`src/rtl/systolic_skew_buffer_pkg.sv`:
```
// Shared constants and the per-row delay rule for the systolic skew/deskew buffer.
package systolic_skew_buffer_pkg;

   localparam logic MODE_SKEW   = 1'b0;
   localparam logic MODE_DESKEW = 1'b1;

   // Cycles from an input element being sampled to its appearance at the output.
   // Skew staggers rows so row 0 leads; deskew undoes that so all rows realign.
   function automatic int delay_of(input int   row,
                                   input logic mode,
                                   input int   num_row,
                                   input int   extra_delay);
      if (mode == MODE_DESKEW) begin
         return num_row - row + extra_delay;
      end
      return row + 1 + extra_delay;
   endfunction

endpackage

```
`src/rtl/systolic_skew_buffer_row_delay.sv`:
```
// One row's shift chain: enable/clear controlled, tapped at a runtime index,
// with the output data gated by its travelling valid bit.
module skew_row_delay #(
   parameter int DEPTH      = 8,
   parameter int DATA_WIDTH = 8,
   parameter int TAP_W      = (DEPTH > 1) ? $clog2(DEPTH) : 1
) (
   input  logic                  clk,
   input  logic                  rst,
   input  logic                  en_i,
   input  logic                  clr_i,
   input  logic [TAP_W-1:0]      tap_i,
   input  logic [DATA_WIDTH-1:0] data_i,
   input  logic                  valid_i,
   output logic [DATA_WIDTH-1:0] data_o,
   output logic                  valid_o,
   output logic                  any_valid_o
);

   logic [DEPTH-1:0][DATA_WIDTH-1:0] data_q, data_d;
   logic [DEPTH-1:0]                 valid_q, valid_d;

   // Next-state of the chain: clear wins, otherwise shift when enabled, else hold.
   // Empty slots carry all-zero data so dummies never leak stale values.
   always_comb begin
      data_d  = data_q;
      valid_d = valid_q;
      if (clr_i) begin
         data_d  = '0;
         valid_d = '0;
      end else if (en_i) begin
         valid_d[0] = valid_i;
         data_d[0]  = valid_i ? data_i : '0;
         for (int k = 1; k < DEPTH; k++) begin
            valid_d[k] = valid_q[k-1];
            data_d[k]  = data_q[k-1];
         end
      end
   end

   // Stage registers.
   always_ff @(posedge clk or posedge rst) begin
      if (rst) begin
         data_q  <= '0;
         valid_q <= '0;
      end else begin
         data_q  <= data_d;
         valid_q <= valid_d;
      end
   end

   // Output comes straight from a stage register selected by the tap.
   assign valid_o     = valid_q[tap_i];
   assign data_o      = valid_q[tap_i] ? data_q[tap_i] : '0;
   assign any_valid_o = |valid_q;

endmodule

```
`src/rtl/systolic_skew_buffer.sv`:
```
// Per-row delay buffer at a systolic array edge: skew mode staggers rows in,
// deskew mode realigns them out. Mode changes only when the buffer is empty.
module systolic_skew_buffer
   import systolic_skew_buffer_pkg::*;
#(
   parameter int NUM_ROW     = 8,
   parameter int DATA_WIDTH  = 8,
   parameter int EXTRA_DELAY = 0
) (
   input  logic                          clk,
   input  logic                          rst,
   input  logic                          i_mode,
   input  logic                          i_stall,
   input  logic                          i_flush,
   input  logic [NUM_ROW*DATA_WIDTH-1:0] i_data,
   input  logic [NUM_ROW-1:0]            i_valid,
   output logic [NUM_ROW*DATA_WIDTH-1:0] o_data,
   output logic [NUM_ROW-1:0]            o_valid,
   output logic                          o_mode,
   output logic                          o_busy
);

   localparam int DEPTH = NUM_ROW + EXTRA_DELAY;
   localparam int TAP_W = (DEPTH > 1) ? $clog2(DEPTH) : 1;

   logic               mode_q, mode_d;
   logic               shift_en;
   logic [NUM_ROW-1:0] row_busy;

   // Flush beats stall; either one stops new elements entering.
   assign shift_en = !i_stall && !i_flush;

   // Accept a new mode only with nothing in flight and nothing arriving,
   // so no element can observe two different delays.
   always_comb begin
      mode_d = mode_q;
      if (!o_busy && (i_valid == '0) && !i_stall) begin
         mode_d = i_mode;
      end
   end

   // Applied-mode register.
   always_ff @(posedge clk or posedge rst) begin
      if (rst) begin
         mode_q <= MODE_SKEW;
      end else begin
         mode_q <= mode_d;
      end
   end

   generate
      for (genvar gi = 0; gi < NUM_ROW; gi++) begin : g_row
         localparam int TAP_SKEW   = delay_of(gi, MODE_SKEW,   NUM_ROW, EXTRA_DELAY) - 1;
         localparam int TAP_DESKEW = delay_of(gi, MODE_DESKEW, NUM_ROW, EXTRA_DELAY) - 1;

         logic [TAP_W-1:0] tap;

         assign tap = (mode_q == MODE_DESKEW) ? TAP_W'(TAP_DESKEW) : TAP_W'(TAP_SKEW);

         skew_row_delay #(
            .DEPTH      (DEPTH),
            .DATA_WIDTH (DATA_WIDTH),
            .TAP_W      (TAP_W)
         ) u_row (
            .clk         (clk),
            .rst         (rst),
            .en_i        (shift_en),
            .clr_i       (i_flush),
            .tap_i       (tap),
            .data_i      (i_data[gi*DATA_WIDTH +: DATA_WIDTH]),
            .valid_i     (i_valid[gi]),
            .data_o      (o_data[gi*DATA_WIDTH +: DATA_WIDTH]),
            .valid_o     (o_valid[gi]),
            .any_valid_o (row_busy[gi])
         );
      end
   endgenerate

   assign o_busy = |row_busy;
   assign o_mode = mode_q;

endmodule
```
`config.mk`:
```
export PLATFORM = sky130hd
export DESIGN_NAME = systolic_skew_buffer
export DESIGN_NICKNAME = d
export VERILOG_FILES = /design/src/rtl/systolic_skew_buffer_pkg.sv /design/src/rtl/systolic_skew_buffer_row_delay.sv /design/src/rtl/systolic_skew_buffer.sv
export SDC_FILE = /design/constraint.sdc
export NUM_CORES = 1
export LEC_CHECK = 0
export ABC_AREA = 1
export CAP_MARGIN = 20
export CORE_UTILIZATION = 57
export DETAILED_ROUTE_END_ITERATION = 16
export PLACE_DENSITY = 0.78
export SLEW_MARGIN = 25
export SYNTH_ARGS = -nofsm -noshare
export SYNTH_HDL_FRONTEND = slang
export SYNTH_SLANG_ARGS = --single-unit
```
`constraint.sdc`:
```
create_clock -name clk -period 18.9 [get_ports clk]
set_input_delay 1.89 -clock clk [delete_from_list [all_inputs] [get_ports clk]]
set_output_delay 1.89 -clock clk [all_outputs]
set_load 0.01 [all_outputs]
```
# After elaboration in Yosys (flattened, before gate mapping)
# Index checks and enable logic that the tools add are counted.
[word_totals]
inputBits = 77
reg_bits = 577
out_inout_bits = 74
word_cells = 178
[classes]
magnitude_cmp = 8
n_reduce_logical = 9
mux = 88
[op_table]
columns = ["op", "count"]
rows = [
  ["$mux W64", 16],
  ["$mux W8", 40],
  ["$bmux W8 S3", 8],
  ["$reduce_or A64 Y1", 1],
  ["$lt A3 B4 Y1 const B", 8],
  ["$bmux W1 S3", 8],
  ["$mux W3", 8],
  ["$logic_not A8 Y1", 1],
  ["$mux W1", 8],
  ["$logic_and A1 B1 Y1", 3],
  ["$logic_not A1 Y1", 3],
  ["$reduce_bool A2 Y1", 1],
]

# Longest topological paths before layout
[logic_depth]
word_depth = 4
ltp_mapped = 8
ltp_nobuf = 8

# Cells and area by module
# From an unflattened synthesis, not the netlist that was laid out.
[unflattened]
cells_unflattened = 3808
hier_area_um2 = 29457.0
[by_module_without_submodules]
columns = ["mod", "cells_each", "seq_area_each_um2", "area_per_inst_um2", "n_inst"]
rows = [
  ["skew_row_delay", 473, 1801.7, 3667.3, 8],
  ["systolic_skew_buffer", 24, 25.0, 118.9, 1],
]

# Least setup slack after synthesis
# OpenSTA, ideal clock, no wires.
[synth_path]
path_type = "reg2out"
startpoint = "reg mode_q, in the netlist o_mode"
endpoint = "out o_valid[4]"
setup_slack_ns = 15.707
arrival_time_ns = 1.303
t_required_ns = 17.010
n_path_buf = 3
path_stages_with_launch = 5
cell_sequence = "dfrtp_1 > buf_2 > buf_2 > o21ai_1 > buf_4"
[synth_between]
elab_chain_cells = 3
[synth_lines]
columns = ["item", "line_no", "source"]
rows = [
  ["from (decl)", "systolic_skew_buffer.sv:26", "logic mode_q, mode_d;"],
  ["from (signal assigned)", "systolic_skew_buffer.sv:47", "mode_q <= mode_d;"],
  ["$mux W3", "systolic_skew_buffer.sv:58", "assign tap = (mode_q == MODE_DESKEW) ? TAP_W'(TAP_DESKEW) : TAP_W'(TAP_SKEW);"],
  ["$bmux W1 S3", "systolic_skew_buffer_row_delay.sv:53", "assign valid_o = valid_q[tap_i];"],
  ["$mux W1 (not written as such)", "systolic_skew_buffer_row_delay.sv:53", ""],
  ["to (decl)", "systolic_skew_buffer.sv:18", "output logic [NUM_ROW-1:0] o_valid,"],
]
# No other way between the ends. The select of a mux whose other input is x is not followed.

# Worst setup path after layout
[layout_path]
startpoint = "reg mode_q, in the netlist o_mode"
endpoint = "out o_data[48]"
[layout_between]
elab_chain_cells = 4
word_cells_on_any_way = 6
cone_classes = "mux (6)"
[layout_lines]
columns = ["item", "line_no", "source"]
rows = [
  ["$mux W3 *", "systolic_skew_buffer.sv:58", ""],
  ["$bmux W8 S3 or $bmux W1 S3 (tied branches)", "systolic_skew_buffer_row_delay.sv:54", "assign data_o = valid_q[tap_i] ? data_q[tap_i] : '0;"],
  ["$mux W8 (not written as such) or $mux W1 (tied branches)", "systolic_skew_buffer_row_delay.sv:54", ""],
  ["$mux W8 *", "systolic_skew_buffer_row_delay.sv:54", ""],
  ["to (decl)", "systolic_skew_buffer.sv:17", "output logic [NUM_ROW*DATA_WIDTH-1:0] o_data,"],
]
# Every way passes the cells marked *; elsewhere a longest branch is shown, timed or not. The select of a mux whose other input is x is not followed.

==> impl_metrics.env <==
export IMPL_critPathBufInv=3
export IMPL_peakVddDrop_mv=0.0747
export IMPL_synth_compound_area_share_pct=17.1
export IMPL_crit_family="buffers and inverters"
export IMPL_die_area_um2=34500
export IMPL_synth_simple_gate_area_share_pct=5.95
export IMPL_ys_types=18
export IMPL_synth_xor_area_share_pct=0
export IMPL_numCtsBuffers=48
export IMPL_slew_headroom_pct=31.8
export IMPL_slowest_delay_ns=0.99
export IMPL_io_pins=151
export IMPL_fill_cells=2497
export IMPL_yosys_area_share_adder_pct=0
export IMPL_postCtsResizedCells=0
export IMPL_startpoint_type="flop"
export IMPL_syn2layout_area_growth_pct=15.7
export IMPL_grt_start_max_net_pins=224
export IMPL_p_sw_mw=0.452
export IMPL_synth_top_family_by_area="compound AO/OA/AOI/OAI gates"
export IMPL_wl_um=39900
export IMPL_numPortBuffers=150
export IMPL_crit_type="flop to primary output"
export IMPL_antenna_left=0
export IMPL_final_setup_tns_ns=0
export IMPL_rsz0062_at_grt="no"
export IMPL_cts_root_buf="clkbuf_16"
export IMPL_place_hpwl_um=23300
export IMPL_synth_area_um2=19300
export IMPL_wire_per_inst_um=15.7
export IMPL_drc=0
export IMPL_firstDrtPassIters=5
export IMPL_antenna_found_initial=1
export IMPL_htree_levels=2
export IMPL_setup_viol_count_final=0
export IMPL_fin_util_pct=67.8
export IMPL_cts_tree="yes"
export IMPL_fin_area_um2=22300
export IMPL_drive_above_1_share_pct=4.42
export IMPL_antennaDiodeCount=0
export IMPL_fin_worst_skew_ns=0.00623
export IMPL_drv_slew=0
export IMPL_die_x_um=186
export IMPL_start_util_pct=58.6
export IMPL_final_cell_mix="545 x inv_1, 480 x dfrtp_1, 408 x o22ai_1"
export IMPL_swShare_pct=21.8
export IMPL_ys_warn_count=0
export IMPL_combPwrFrac_pct=5.0
export IMPL_core_um2=32900
export IMPL_seq_power_share_pct=50.4
export IMPL_critical_path_max_fanout=82
export IMPL_fp_row_count=66
export IMPL_status="completed"
export IMPL_hold_viol=0
export IMPL_cap_violations=0
export IMPL_num_vias=13787
export IMPL_chipHeight_um=186
export IMPL_max_freq_ghz=0.185
export IMPL_final_nets=2148
export IMPL_layout_commonest_cell="inv_1"
export IMPL_endpoint_kind="primary output"
export IMPL_layout_min_cycle_time_ns=5.40
export IMPL_worst_pin_slew_ns=1.02
export IMPL_p_clk_share_pct=44.6
export IMPL_worstPathCellList="buf_4, nand2_1, o21ai_2, nand2_1, inv_1, clkdlybuf4s50_1"
export IMPL_ys_seq_area_share_pct=62.5
export IMPL_synth_seq_cells=481
export IMPL_viasPerCell=5.41
export IMPL_fin_crit_sh_pct=28.6
export IMPL_gp_congestion=0.784
export IMPL_multiInputGateArea_um2=4450
export IMPL_required_ns=17.01
export IMPL_slowest_stage="dfrtp_4"
export IMPL_hold_ws_ns=0.519
export IMPL_syn_nets=2074
export IMPL_grt_pass1_vias=13685
export IMPL_ctsHoldBuffers=0
export IMPL_cpMostUsedCell="nand2_1"
export IMPL_clock_latency_ns=0.54
export IMPL_synthCells=1997
export IMPL_regArea_um2=12000
export IMPL_post_cts_buffers=0
export IMPL_grt_use_total_pct=23.9
export IMPL_internal_power_mw=1.62
export IMPL_first_iter_violations=1103
export IMPL_cp_arrival_ns=3.51
export IMPL_overflow=0
export IMPL_p_leak_nw=9.91
export IMPL_clkSinkCount=481
export IMPL_grt_pass1_wl_um=66300
export IMPL_p_per_area_nw_per_um2=93.2
export IMPL_clockBufferDepth=3
export IMPL_placed_area_um2=20700
export IMPL_path_clk_slew_ns=0.06
export IMPL_synth_mux_area_share_pct=0
export IMPL_hp_class="flop to flop"
export IMPL_syn_avg_cell_area_um2=9.64
[cell type report]
cell class	count	share of cell area, %
Clock buffer	78	6.53
Clock inverter	7	0.399
Inverter	547	9.31
Multi-Input combinational cell	830	20.0
Sequential cell	481	54.0
Tap cell	442	2.48
Timing Repair Buffer	163	7.26
[registers in the layout, indices dropped and copies added (netlist names)]
signal	cells
g_row.u_row.data_q	416
g_row.u_row.valid_q	64
o_mode	1
[final timing paths]
path                                                start                         to  slack (ns)  depth (start not counted)
worst max-delay path                               o_mode                 o_data[48]       13.50                          6
worst min-delay path            g_row[7].u_row.data_q[63]  g_row[7].u_row.data_q[63]        0.52                          2
worst max register to register                     o_mode                     o_mode       16.90                          3
worst min register to register  g_row[7].u_row.data_q[63]  g_row[7].u_row.data_q[63]        0.52                          2
max in group asynchronous                             rst  g_row[7].u_row.data_q[59]       14.99                          4
min in group asynchronous                             rst  g_row[2].u_row.data_q[29]        1.88                          2
[power groups by stage]
stage          sequential (mW)  clock (mW)  combinational (mW)
5_1_grt                   1.05       0.981               0.115
4_1_cts                   1.05       0.941               0.105
2_1_floorplan             1.06           0              0.0717
6_report                  1.05       0.925               0.104
3_3_place_gp              1.06           0               0.101
3_5_place_dp              1.07           0               0.104
[worst reg2reg max path: cells and delay by family (launching register included)]
family	cells	cell delay, ns
flops	1	0.99
buf+inv	1	0.71
simple gates	2	0.24
[logic make-up (layout without fill, tap and decap cells)]
group	count (synthesis)	after routing
AND/OR/NAND/NOR	278	278
AO/OA/AOI/OAI	552	552
flip-flops	481	481
buffers and inverters	686	795
[metrics by stage]
step,cells,worst slack [ns],power (mW)
floorplan,1997,3.59,1.14
global placement,2463,13.47,1.17
detailed placement,2463,13.39,1.17
CTS,2548,13.42,2.09
global route,2548,13.23,2.14
finish,2548,13.50,2.08
[cell usage after synthesis]
library cell  instances  area, µm²
buf_1                14       52.6
buf_2                57        285
buf_4                 8       60.1
buf_6                13        146
clkbuf_1             47        176
dfrtp_1             481      12000
inv_1               546       2050
inv_2                 1       3.75
nand2_1             162        608
nand3_1              72        360
nand4_1               1       6.26
nor2_1               41        154
nor2_4                1       11.3
o21ai_0             136        681
o21ai_1               1       5.00
o21ai_2               7       61.3
o22ai_1             408       2550
or2_1                 1       6.26
[metal layers]
metal	vias to the layer above	GRT usage, %	wire length (µm)
met1	6757	33.5	17500
met3	75	3.48	2010
li1	6583	-	-
met5	-	0	16
met2	370	38.9	19500
met4	2	6.85	822
Note: power is estimated with default switching activity, not from simulation.
